===== src/rtl/rnd_target_gen.sv =====
// Random target generator for the snake playfield.
// A 16-bit Galois LFSR supplies one candidate {x,y} per cycle. Candidates
// that fall outside the playfield or on the snake head are rejected. After
// MAX_TRIES rejected draws, a deterministic fallback position is used.
// The accepted target is held until the snake eats it.
//
// Handshake: TARGET_VALID is high exactly while the FSM is in HOLD and
// RND_ADDR is a settled target. TARGET_ATE acts only when sampled high at a
// clock edge while TARGET_VALID is high; that edge consumes the target.
// TARGET_ATE during DRAW is dropped, not queued.
module rnd_target_gen #(
    parameter int          X_BITS     = 8,
    parameter int          Y_BITS     = 7,
    parameter int          X_MAX      = 159,
    parameter int          Y_MAX      = 119,
    parameter logic [15:0] SEED       = 16'hACE1,
    parameter int          MAX_TRIES  = 16,
    parameter int          COUNT_BITS = 8
) (
    input  logic                       CLK,
    input  logic                       RESET,
    input  logic                       TARGET_ATE,
    input  logic [X_BITS+Y_BITS-1:0]   SNAKE_HEAD,
    output logic [X_BITS+Y_BITS-1:0]   RND_ADDR,
    output logic                       TARGET_VALID,
    output logic                       FALLBACK_USED,
    output logic [COUNT_BITS-1:0]      TARGET_COUNT,
    output logic                       dbg_state
);

    localparam int A_BITS   = X_BITS + Y_BITS;
    localparam int TRY_BITS = $clog2(MAX_TRIES + 1);

    localparam logic [X_BITS-1:0]   X_LIM    = X_BITS'(X_MAX);
    localparam logic [Y_BITS-1:0]   Y_LIM    = Y_BITS'(Y_MAX);
    localparam logic [TRY_BITS-1:0] LAST_TRY = TRY_BITS'(MAX_TRIES - 1);
    localparam logic [A_BITS-1:0]   CENTRE   = {X_BITS'(X_MAX >> 1), Y_BITS'(Y_MAX >> 1)};
    localparam logic [15:0]         LFSR_MASK = 16'hB400;

    typedef enum logic {
        DRAW = 1'b0,
        HOLD = 1'b1
    } state_t;

    state_t                state_q, state_d;
    logic [15:0]           lfsr_q;
    logic [TRY_BITS-1:0]   tries_q, tries_d;
    logic [A_BITS-1:0]     addr_q, addr_d;
    logic                  fb_q, fb_d;
    logic [COUNT_BITS-1:0] count_q, count_d;

    logic [X_BITS-1:0]     cand_x;
    logic [Y_BITS-1:0]     cand_y;
    logic [A_BITS-1:0]     cand;
    logic                  reject;
    logic [A_BITS-1:0]     fallback;

    // Candidate comes straight from the current LFSR value: x from the low
    // bits, y from the top bits.
    assign cand_x   = lfsr_q[X_BITS-1:0];
    assign cand_y   = lfsr_q[15 -: Y_BITS];
    assign cand     = {cand_x, cand_y};
    assign reject   = (cand_x > X_LIM) || (cand_y > Y_LIM) || (cand == SNAKE_HEAD);
    // The centre of the field, unless the head sits there; then the origin.
    assign fallback = (CENTRE == SNAKE_HEAD) ? '0 : CENTRE;

    // The LFSR free-runs in every state; a nonzero seed keeps it off zero.
    always_ff @(posedge CLK or negedge RESET) begin
        if (!RESET) begin
            lfsr_q <= SEED;
        end else begin
            lfsr_q <= (lfsr_q >> 1) ^ (lfsr_q[0] ? LFSR_MASK : 16'h0000);
        end
    end

    // FSM state and datapath registers.
    always_ff @(posedge CLK or negedge RESET) begin
        if (!RESET) begin
            state_q <= DRAW;
            tries_q <= '0;
            addr_q  <= '0;
            fb_q    <= 1'b0;
            count_q <= '0;
        end else begin
            state_q <= state_d;
            tries_q <= tries_d;
            addr_q  <= addr_d;
            fb_q    <= fb_d;
            count_q <= count_d;
        end
    end

    // Next-state logic: draw, retry or fall back in DRAW; wait for the eat in HOLD.
    always_comb begin
        state_d = state_q;
        tries_d = tries_q;
        addr_d  = addr_q;
        fb_d    = fb_q;
        count_d = count_q;
        unique case (state_q)
            DRAW: begin
                if (!reject) begin
                    addr_d  = cand;
                    fb_d    = 1'b0;
                    state_d = HOLD;
                end else if (tries_q == LAST_TRY) begin
                    addr_d  = fallback;
                    fb_d    = 1'b1;
                    state_d = HOLD;
                end else begin
                    tries_d = tries_q + 1'b1;
                end
            end
            HOLD: begin
                if (TARGET_ATE) begin
                    state_d = DRAW;
                    tries_d = '0;
                    if (count_q != {COUNT_BITS{1'b1}}) begin
                        count_d = count_q + 1'b1;
                    end
                end
            end
            default: begin
                state_d = DRAW;
            end
        endcase
    end

    assign RND_ADDR      = addr_q;
    assign TARGET_VALID  = (state_q == HOLD);
    assign FALLBACK_USED = fb_q;
    assign TARGET_COUNT  = count_q;
    assign dbg_state     = state_q;

endmodule

===== config.mk =====
export PLATFORM = sky130hd
export DESIGN_NAME = rnd_target_gen
export DESIGN_NICKNAME = d
export VERILOG_FILES = /design/src/rtl/rnd_target_gen.sv
export SDC_FILE = /design/constraint.sdc
export NUM_CORES = 1
export LEC_CHECK = 0
export ABC_AREA = 0
export CAP_MARGIN = 0
export CORE_AREA = 2 2 66 68
export CTS_CLUSTER_DIAMETER = 150
export CTS_CLUSTER_SIZE = 8
export DETAILED_ROUTE_END_ITERATION = 8
export DIE_AREA = 0 0 68 70
export HOLD_SLACK_MARGIN = 0.15
export PLACE_DENSITY = 0.82
export SLEW_MARGIN = 5
export SYNTH_ARGS = -nofsm -noshare
export SYNTH_HDL_FRONTEND = slang
export SYNTH_SLANG_ARGS = --single-unit

===== constraint.sdc =====
create_clock -name CLK -period 3.28 [get_ports CLK]
set_input_delay 0.328 -clock CLK [delete_from_list [all_inputs] [get_ports CLK]]
set_output_delay 0.328 -clock CLK [all_outputs]
set_load 0.01 [all_outputs]

# After elaboration in Yosys (flattened, before gate mapping)
# Cells that the tools add are included.
# W data, S select, Z words.
dict set report totals {
  regBits 46
  in_bits 18
  output_inout_bits 26
  wordCells 39
}
dict set report op_classes {
  add_sub_neg 2
  magnitude_cmp 2
  n_eq_ne 8
  mux 14
  bitwise 2
  n_reduce_logical 5
}
# op n
set ops {}
lappend ops {{$mux W15} 2}
lappend ops {{$mux W16} 1}
lappend ops {{$xor A15 B16 Y16} 1}
lappend ops {{$eq A14 B15 Y1 const A} 1}
lappend ops {{$eq A15 B15 Y1} 1}
lappend ops {{$mux W5} 3}
lappend ops {{$mux W14} 1}
lappend ops {{$pmux W5 S2} 1}
lappend ops {{$add A8 B1 Y8 const B} 1}
lappend ops {{$gt A8 B8 Y1 const B} 1}
lappend ops {{$ne A8 B8 Y1 const B} 1}
lappend ops {{$gt A7 B7 Y1 const B} 1}
lappend ops {{$ne A2 B2 Y1 const B} 3}
lappend ops {{$reduce_and A3 Y1} 2}
lappend ops {{$add A5 B1 Y5 const B} 1}
lappend ops {{$eq A5 B4 Y1 const B} 1}
lappend ops {{$mux W1} 5}
lappend ops {{$logic_or A1 B1 Y1} 2}
lappend ops {{$ne A2 B1 Y1 const B} 1}
lappend ops {{$pmux W1 S2} 1}
lappend ops {{$reduce_and A2 Y1} 1}
lappend ops {{$not A1 Y1} 1}

# Logic depth before layout (Yosys ltp)
dict set report depth {
  depth_word 5
  ltp_mapped 9
  mapped_depth_nobuf 7
}

# Worst setup path after synthesis
# No wires, ideal clock.
dict set report synth_path {
  kind {reg-to-reg}
  startpoint {register tries_q[0]}
  endpoint {register tries_q[1]}
  t_arrival_ns 1.956
  t_required_ns 3.144
  slack_ns 1.188
  path_stages_with_launch 10
  n_path_buf 2
  period_less_slack_ns 2.092
  path_cell_list {dfrtp_1 ha_1 and3_1 ha_1 clkbuf_1 nand2_1 clkbuf_1 o21ai_0 nand2_1 o21ai_0}
}
dict set report synth_between {
  elab_chain_len 4
}
# element line
set synth_rtl {}
lappend synth_rtl {{start: declaration} 47} ;# logic [TRY_BITS-1:0] tries_q, tries_d;
lappend synth_rtl {{start signal: assignment} 86} ;# tries_q <= tries_d;
lappend synth_rtl {{$add A5 B1 Y5} 111} ;# tries_d = tries_q + 1'b1;
lappend synth_rtl {{$mux W5} 106} ;# end else if (tries_q == LAST_TRY) begin
lappend synth_rtl {{$mux W5} 102} ;# if (!reject) begin
lappend synth_rtl {{$pmux W5 S2} 100} ;# unique case (state_q)
# Parallel ways exist; a longest one is shown, timed or not. The select of a mux whose other input is x is not followed.
# A chain may end at the register's enable or synchronous reset.

# Worst setup path after layout
dict set report layout_path {
  startpoint {register tries_q[0]}
  endpoint {register addr_q[0], in the netlist RND_ADDR[0]}
}
dict set report layout_between {
  elab_chain_len 3
}
# element line
set layout_rtl {}
lappend layout_rtl {{$eq A5 B4 Y1} 106}
lappend layout_rtl {{$ne A2 B1 Y1 (no source line)} -}
lappend layout_rtl {{$reduce_and A2 Y1 (no source line)} -}
lappend layout_rtl {{end signal: assignment} 87} ;# addr_q <= addr_d;
lappend layout_rtl {{end: declaration} 48} ;# logic [A_BITS-1:0] addr_q, addr_d;
# No other way between the ends.

==> metrics.md <==
| Metric | Value |
|---|---|
| Leakage power figure | `1.23 nW` |
| Max Slew Vio Count | `0` |
| DRT iter0 DRCs | `114` |
| Switching Share | `26.6%` |
| Setup violators final | `0` |
| Primary FF master, synth | `dfrtp_1` |
| First-pass GRT wire length | `7.13 mm` |
| # rows | `24` |
| Largest net degree at the start of global routing | `47` |
| CP Launch Type | `register` |
| Crit path DAT | `2490 ps` |
| Root Buffer Master | `clkbuf_8` |
| # IOs | `44` |
| CP bufs+invs | `0` |
| Setup_tns | `0 ps` |
| Worst-path clk slew | `80 ps` |
| Worst VDD drop | `302 µV` |
| DR vias | `1527` |
| Distinct cells, synth | `39` |
| Antenna viol nets, final | `0` |
| IO buf count | `43` |
| Post-synth top cells | `dfrtp_1 (38), nand2_1 (35), xnor2_1 (17)` |
| Outcome | `complete, no violations` |
| Top cell type's share of synthesized area | `44.5%` |
| Power Density | `453 mW/mm²` |
| All-layer global routing usage | `19.8%` |
| Most used cell, CP | `ha_1` |
| DP Wirelength | `3.10 mm` |
| Comb pwr share | `19.0%` |
| Max-Cap Viols | `0` |
| Final #Nets | `259` |
| Ys async rst share | `100%` |
| Die area | `0.00476 mm²` |
| Synth Cell Area | `0.00213 mm²` |
| Largest cells by area after synthesis | `dfrtp_1 (45%), dfstp_2 (9.8%), xnor2_1 (7.0%)` |
| Core area | `0.00414 mm²` |
| Fin util | `64.8%` |
| Synth Instances | `193` |
| Slowest CP cell | `a211oi_4` |
| Fin Clk Skew | `8.87 ps` |
| Initial Util | `51.5%` |
| Internal | `0.893 mW` |
| CTS buffer count | `5` |
| Clk network pwr share | `26.9%` |
| Avg Inst Size Synth | `11.1 µm²` |
| CP delay by family, top | `compound AO/OA/AOI/OAI gates` |
| Max_slew headroom | `35.1%` |
| Overflow left after global routing | `0` |
| Psw | `0.323 mW` |
| Final worst path period share | `68.6%` |
| YS warnings | `0` |
| Yosys top cell by area | `dfrtp_1` |
| Top achievable clock speed | `444 MHz` |
| Share of cells above drive strength 1 | `11.7%` |
| RD Place Congestion | `0.829` |
| Resize count post-CTS | `0` |
| Post-synthesis sequential area ratio | `54.4%` |
| Area growth syn-to-layout | `25.7%` |
| Critical Path RT | `3520 ps` |
| H-tree depth | `2` |
| Most common cell in the synthesized netlist | `dfrtp_1` |
| Wirelength, routed | `4.25 mm` |
| Worst slew pin tran | `973 ps` |
| CP Max Fanout | `10` |
| Syn nets | `214` |
| Post-CTS setup buffer count | `0` |
| Pre-antenna DRT Iters | `4` |
| Sequential share of power | `54.1%` |
| Post-route DRC | `0` |
| Worst path max stage delay | `530 ps` |
| Final hold violation count | `0` |
| Initial antenna violation count | `0` |
| Skew-Pair Late Insertion Delay | `290 ps` |
| Clock tree buffer depth | `2` |
| Hold_buf cts | `0` |
| Unrepaired setup endpoints after global routing | `no` |
| Crit path capture type | `register` |
| Vias in the first global route | `1494` |
| Final Critical Period | `2250 ps` |
| Clock sink total | `46` |
| Count of state elements after synthesis | `46` |
| Worst hold path class | `primary input to async pin` |
| Vias per cell | `5.25` |
| Die Wd | `68 µm` |
| Chip height | `70 µm` |
| Antenna cells | `0` |
| Crit Path Category | `register to register` |
| Mean routed wirelength per cell | `14.6 µm` |
| Fillers | `347` |
| Cells along the critical path | `ha_1 -> and3_1 -> ha_1 -> nand2_1 -> a211oi_4 -> a211o_1` |
| Number of flops mapped to enable cells by yosys | `0` |
| CTS tree | `built` |
-- final timing paths --
path,start,endpoint,slack (ps),cells past startpoint
min,RESET,RND_ADDR[2]$_DFFE_PN0P_,190,1
min in group CLK,lfsr_q[8]$_DFF_PN0_,lfsr_q[7]$_DFF_PN1_,390,0
max,tries_q[0]$_DFFE_PN0P_,RND_ADDR[0]$_DFFE_PN0P_,1030,6
max in group asynchronous,RESET,TARGET_COUNT[4]$_DFFE_PN0P_,2490,1
max reg2reg,tries_q[0]$_DFFE_PN0P_,RND_ADDR[0]$_DFFE_PN0P_,1030,6
min reg2reg,lfsr_q[8]$_DFF_PN0_,lfsr_q[7]$_DFF_PN1_,390,0
-- logic make-up (layout without fill, tap and decap cells) --
logic type	after synthesis	after routing	share of synthesized area, %
adder cells (fa/ha/maj)	3	3	1.76
AO/OA/AOI/OAI	32	32	12.0
flip-flops	46	46	54.4
AND/OR/NAND/NOR	71	71	16.6
XOR/XNOR	25	25	10.6
buffers and inverters	12	58	2.75
multiplexers	4	4	1.93
-- final cells by class --
cell class | count | area, µm² | share of cell area, %
tap | 52 | 65.1 | 2.42
sequential | 46 | 1160 | 43.3
clock buffer | 8 | 80.1 | 2.98
inverter | 4 | 15.0 | 0.559
timing repair buffer | 46 | 448 | 16.7
multi-input combinational | 135 | 915 | 34.1
-- registers in the layout, summed over array words and instances (netlist names) --
| register | flops |
|---|---|
| lfsr_q | 16 |
| TARGET_VALID | 1 |
| FALLBACK_USED | 1 |
| TARGET_COUNT | 8 |
| RND_ADDR | 15 |
| tries_q | 5 |
-- through the flow --
step           power [mW]  area, µm²  setup slack, ps  hold slack (ps)  std cells
2_1_floorplan       0.771       2130             1190             32.4        193
3_3_place_gp        0.897       2600             1020              356        283
3_5_place_dp        0.904       2600              969              337        283
4_1_cts              1.23       2680             1010              232        291
5_1_grt              1.28       2680              868              272        291
6_report             1.22       2680             1030              191        291
-- layer usage --
layer | vias up | GRT usage [%] | wire length (µm)
met5 | - | 0 | 0
met4 | 0 | 5.33 | 45
met3 | 5 | 5.31 | 141
met2 | 25 | 30.2 | 2130
met1 | 739 | 27.9 | 1930
li1 | 758 | - | -
-- power by group through the flow --
stage / registers [mW] / clock network [mW] / logic, mW
after floorplan: 0.676 / 0 / 0.0950
after global placement: 0.668 / 0 / 0.229
after detailed placement: 0.670 / 0 / 0.234
after CTS: 0.659 / 0.336 / 0.235
after global routing: 0.667 / 0.362 / 0.252
final: 0.658 / 0.327 / 0.232
-- cell usage in the layout (no fill, tap or decap), drive strengths merged, types with 4 or more instances in the layout --
| cell | instances |
|---|---|
| dfrtp | 38 |
| clkdlybuf4s50 | 42 |
| a21oi | 4 |
| xor2 | 7 |
| o21ai | 11 |
| a211o | 11 |
| nor2 | 13 |
| xnor2 | 18 |
| and3 | 4 |
| dfstp | 8 |
| inv | 4 |
| nand4 | 7 |
| buf | 4 |
| clkbuf | 8 |
| nand2 | 35 |
Note: power is estimated with default switching activity, not from simulation.
